**src/rtl/demux_1to2_reg.sv**
```systemverilog
// Registered 1-to-2 demultiplexer with valid/ready handshaking.
// One producer stream is steered by in_control (0 -> port 1, 1 -> port 2)
// into a one-entry output slot per port. Each port counts its deliveries
// with a saturating counter.
//
// Slot FSM states:
//   state | meaning
//   EMPTY | slot holds no word, outN_valid = 0
//   FULL  | slot holds a word,  outN_valid = 1

module demux_1to2_slot #(
    parameter int WIDTH = 32,
    parameter int CNT_W = 16
) (
    input  logic             clk,
    input  logic             rst_n,
    input  logic             load,
    input  logic [WIDTH-1:0] load_data,
    input  logic             ready,
    input  logic             clr_cnt,
    output logic             valid,
    output logic [WIDTH-1:0] data,
    output logic [CNT_W-1:0] cnt,
    output logic             accept_ok
);

    typedef enum logic {EMPTY = 1'b0, FULL = 1'b1} slot_state_t;

    slot_state_t state_q;
    slot_state_t state_d;
    logic        drain;

    localparam logic [CNT_W-1:0] CNT_MAX = {CNT_W{1'b1}};
    localparam logic [CNT_W-1:0] CNT_ONE = {{(CNT_W-1){1'b0}}, 1'b1};

    // State register; reset discards any pending word.
    always_ff @(posedge clk) begin
        if (!rst_n) begin
            state_q <= EMPTY;
        end else begin
            state_q <= state_d;
        end
    end

    // Next state: load fills, drain without load empties, otherwise hold.
    // A load is only ever offered when the slot is empty or draining.
    always_comb begin
        state_d = state_q;
        case (state_q)
            EMPTY: if (load) state_d = FULL;
            FULL:  if (drain && !load) state_d = EMPTY;
            default: state_d = EMPTY;
        endcase
    end

    // Outputs: valid mirrors FULL; the slot can take a word when empty
    // or when its current word leaves this cycle.
    always_comb begin
        valid     = (state_q == FULL);
        drain     = (state_q == FULL) && ready;
        accept_ok = (state_q == EMPTY) || ready;
    end

    // Data register only changes on load, so it stays stable under stall
    // and keeps its last value after a drain.
    always_ff @(posedge clk) begin
        if (!rst_n) begin
            data <= '0;
        end else if (load) begin
            data <= load_data;
        end
    end

    // Delivery counter: clear beats a simultaneous drain, saturates at max.
    always_ff @(posedge clk) begin
        if (!rst_n) begin
            cnt <= '0;
        end else if (clr_cnt) begin
            cnt <= '0;
        end else if (drain && (cnt != CNT_MAX)) begin
            cnt <= cnt + CNT_ONE;
        end
    end

endmodule

module demux_1to2_reg #(
    parameter int WIDTH = 32,
    parameter int CNT_W = 16
) (
    input  logic             clk,
    input  logic             rst_n,
    input  logic             in_valid,
    output logic             in_ready,
    input  logic             in_control,
    input  logic [WIDTH-1:0] in_data,
    output logic             out1_valid,
    input  logic             out1_ready,
    output logic [WIDTH-1:0] out1_data,
    output logic             out2_valid,
    input  logic             out2_ready,
    output logic [WIDTH-1:0] out2_data,
    input  logic             clr_cnt,
    output logic [CNT_W-1:0] cnt1,
    output logic [CNT_W-1:0] cnt2
);

    logic accept1_ok;
    logic accept2_ok;
    logic load1;
    logic load2;

    // Ready follows only the selected slot (head-of-line blocking), never in_valid.
    always_comb begin
        in_ready = in_control ? accept2_ok : accept1_ok;
        load1    = in_valid && in_ready && !in_control;
        load2    = in_valid && in_ready &&  in_control;
    end

    demux_1to2_slot #(.WIDTH(WIDTH), .CNT_W(CNT_W)) u_slot1 (
        .clk       (clk),
        .rst_n     (rst_n),
        .load      (load1),
        .load_data (in_data),
        .ready     (out1_ready),
        .clr_cnt   (clr_cnt),
        .valid     (out1_valid),
        .data      (out1_data),
        .cnt       (cnt1),
        .accept_ok (accept1_ok)
    );

    demux_1to2_slot #(.WIDTH(WIDTH), .CNT_W(CNT_W)) u_slot2 (
        .clk       (clk),
        .rst_n     (rst_n),
        .load      (load2),
        .load_data (in_data),
        .ready     (out2_ready),
        .clr_cnt   (clr_cnt),
        .valid     (out2_valid),
        .data      (out2_data),
        .cnt       (cnt2),
        .accept_ok (accept2_ok)
    );

endmodule

```
**config.mk**
```make
export PLATFORM = sky130hd
export DESIGN_NAME = demux_1to2_reg
export DESIGN_NICKNAME = d
export VERILOG_FILES = /design/src/rtl/demux_1to2_reg.sv
export SDC_FILE = /design/constraint.sdc
export NUM_CORES = 1
export LEC_CHECK = 0
export ABC_AREA = 1
export BUFFER_PORTS_ARGS = -buffer_cell sky130_fd_sc_hd__buf_2
export CAP_MARGIN = 20
export CORE_AREA = 4 4 79 137
export DETAILED_ROUTE_END_ITERATION = 10
export DIE_AREA = 0 0 83 141
export HOLD_SLACK_MARGIN = 0.12
export PLACE_DENSITY_LB_ADDON = 0.1
export SKIP_CTS_REPAIR_TIMING = 1
export SYNTH_ARGS = -nofsm -noshare
export SYNTH_HDL_FRONTEND = slang
export SYNTH_HIERARCHICAL = 1
export SYNTH_SLANG_ARGS = --single-unit
```
**constraint.sdc**
```tcl
create_clock -name clk -period 1.78 [get_ports clk]
set_input_delay 0.267 -clock clk [delete_from_list [all_inputs] [get_ports clk]]
set_output_delay 0.267 -clock clk [all_outputs]
set_load 0.005 [all_outputs]
```
==> qor.txt <==
Setup-failing EPs final: 0
WL final: 12000 um
hold worst-path end: u_slot1/data[30]
global-route wire length before repair: 19900 um
drt drc: 0
ANT nets after route: 0
vias in the first global route: 4307
r2r startpoint: u_slot2/cnt[1]
die width: 83 um
Net Sw Frac: 23.0%
worst reg2reg path depth: 8
crit path cell chain: ha_1 -> nand3_1 -> nor2_2 -> nand2_1 -> nor2_1 -> nand3_1 -> nand2_1 -> nor2_1
# IOs: 138
layout cells sized above 1: 25.6%
vias per inst: 4.83
fin nets: 818
worst vdd ir: 647 uV
dpl cells: 891
clock latency on the worst-skew pair: 340 ps
grt total ovfl: 0
crit start category: flip-flop
Gate power share: 8.6%
Finished Cell Area: 5520 um^2
RSZ-0062 raised after global routing: false
Final Util: 56.7%
CP peak stage delay: 400 ps
commonest non-fill, non-tap cell in the layout: nor2_1
r2r endpoint: u_slot2/cnt[14]
CTS buffer count: 9
clock root buffer master: clkbuf_16
result of the run: completed
Avg Inst Size Synth: 6.75 um^2
fmax: 0.673 GHz
die height: 141 um
pwr/cell area: 893 nW/um^2
Slew @ Worst Pin: 344 ps
M1 WL: 4740 um
post-detail-place hpwl: 8890 um
Cell Int Power: 3.79 mW
CP Class: reg -> reg
Net Sw Power: 1.13 mW
Port Buf Inserts: 137
# rows: 48
sequential area share after synthesis: 45.5%
die area: 11700 um^2
maximum fanout along the worst path: 5
origin of the worst min-delay path: in_data[30]
met2 wire length: 6080 um
WP data arrival: 1710 ps
top cells by area, synth: dfxtp_1, nor2_1, nand2_1, o21ai_0, inv_1
DR WL/cell: 13.2 um
DRT iter0 DRCs: 197
clock network power share: 43.7%
area leader, netlist: dfxtp_1
H-Tree Depth: 3
synth unique cells: 17
leakage: 2.72 nW
Synth Warn #: 6
Hold Fails Final Rpt: 0
Synth top area share: 45.5%
Critical-path top delay cell: dfxtp_1
initial antenna violation count: 0
core area: 9730 um^2
Tcrit/Tclk final: 83.4%
critical path's top delay family: simple AND/OR/NAND/NOR gates
Clock Tree Buf Depth: 2
Setup crit end kind: flip-flop
commonest cells after routing, fill and taps aside: nor2_1, buf_2, nand2_1
hold slack: 166 ps
drt pass-1 iters: 5
Placer Congestion: 0.872
Max-Cap Viols: 0
TNS Setup: 0 ps
Post-Syn Nets: 680
worst min path class: in -> reg
initial core utilization: 44.3%
n_diodes: 0
fin crit period: 1490 ps
Buffers & Inverters on Critical Path: 0
Total GRT Usage: 20.5%
Netlist Area Pre-Place: 4310 um^2
largest net degree at the start of global routing: 44
post-route insts no fill: 907
fin. max-slew vios: 0
part of the power in registers: 47.7%
hold path depth: 3
total vias in the final route: 4378
Top Layer Used: met4
Post-Syn Instances: 639
P&R area growth vs syn: 28.0%
Placed Instance Area: 5180 um^2
Met3 Routed Length: 784 um
CP Data Required Time: 2010 ps
CTS tree: yes
clock skew: 7.56 ps
FF-to-FF setup slack: 290 ps
#FFs+latches synth: 98
Reg clk slew, reported paths: 70 ps
clock sinks: 98
relative slew slack: 77.1%
-- sequential cells by signal (all words and copies together) (netlist names) --
name / flops
u_slot1/cnt: 16
u_slot1/data: 32
u_slot2/valid: 1
u_slot2/cnt: 16
u_slot2/data: 32
u_slot1/valid: 1
-- power groups by stage --
stage	logic [mW]	clock network, mW	registers, mW
2_1_floorplan	0.184	0	2.40
3_3_place_gp	0.424	0	2.39
3_5_place_dp	0.429	0	2.39
4_1_cts	0.432	2.21	2.35
5_1_grt	0.483	2.29	2.36
6_report	0.425	2.15	2.35
-- area by class of cell --
cell class	count	area, um^2
clock buffer	11	253
sequential	98	1960
tap	125	156
timing repair buffer	147	786
inverter	54	203
fill	952	4210
clock inverter	5	85.1
multi-input combinational	467	2070
-- worst max path at each step --
stage / from / cells past startpoint / slack, ps / endpoint
after CTS: u_slot1/cnt[1] / 8 / 310 / u_slot1/cnt[14]
after floorplan: u_slot1/cnt[0] / 8 / 450 / u_slot1/cnt[14]
after global placement: u_slot1/cnt[0] / 8 / 390 / u_slot1/cnt[14]
after detailed placement: u_slot1/cnt[1] / 8 / 320 / u_slot1/cnt[14]
final: u_slot2/cnt[1] / 8 / 290 / u_slot2/cnt[14]
after global routing: u_slot1/cnt[0] / 8 / 130 / u_slot1/cnt[14]
-- cells in the mapped netlist --
cell        n
dfxtp_1    98
nor2_2     13
nand3_2     2
nand2_1   104
nand2_4     2
a21oi_1    16
buf_2       2
buf_1       6
clkbuf_1   12
nand3_1    24
inv_1      54
o21ai_0    68
nand2_2    13
ha_1        2
nor2_1    207
nand4_1    10
nor2_4      6
-- layer usage --
metal / up-vias / track usage, %
li1: 2267 / -
met1: 1951 / 22.6
met2: 133 / 36.3
met3: 27 / 5.96
met4: 0 / 8.70
met5: - / 0
-- logic make-up after synthesis --
kind of cell	after synthesis	share of synthesized area (%)
AOI/OAI and AO/OA	84	9.75
adders and majority gates	2	0.580
buffers and inverters	74	6.50
DFF	98	45.5
and+or+nand+nor	381	37.6
-- worst min-delay path, delay by kind of cell --
family,cells,cell delay [ps]
buffers and inverters,1,90
and+or+nand+nor,2,120
-- through the flow --
step | total power [mW] | setup slack [ps]
floorplan | 2.59 | 453
global placement | 2.82 | 392
detailed placement | 2.82 | 316
CTS | 4.99 | 312
global route | 5.13 | 126
finish | 4.93 | 295
Power figures use the tool's default switching activity.
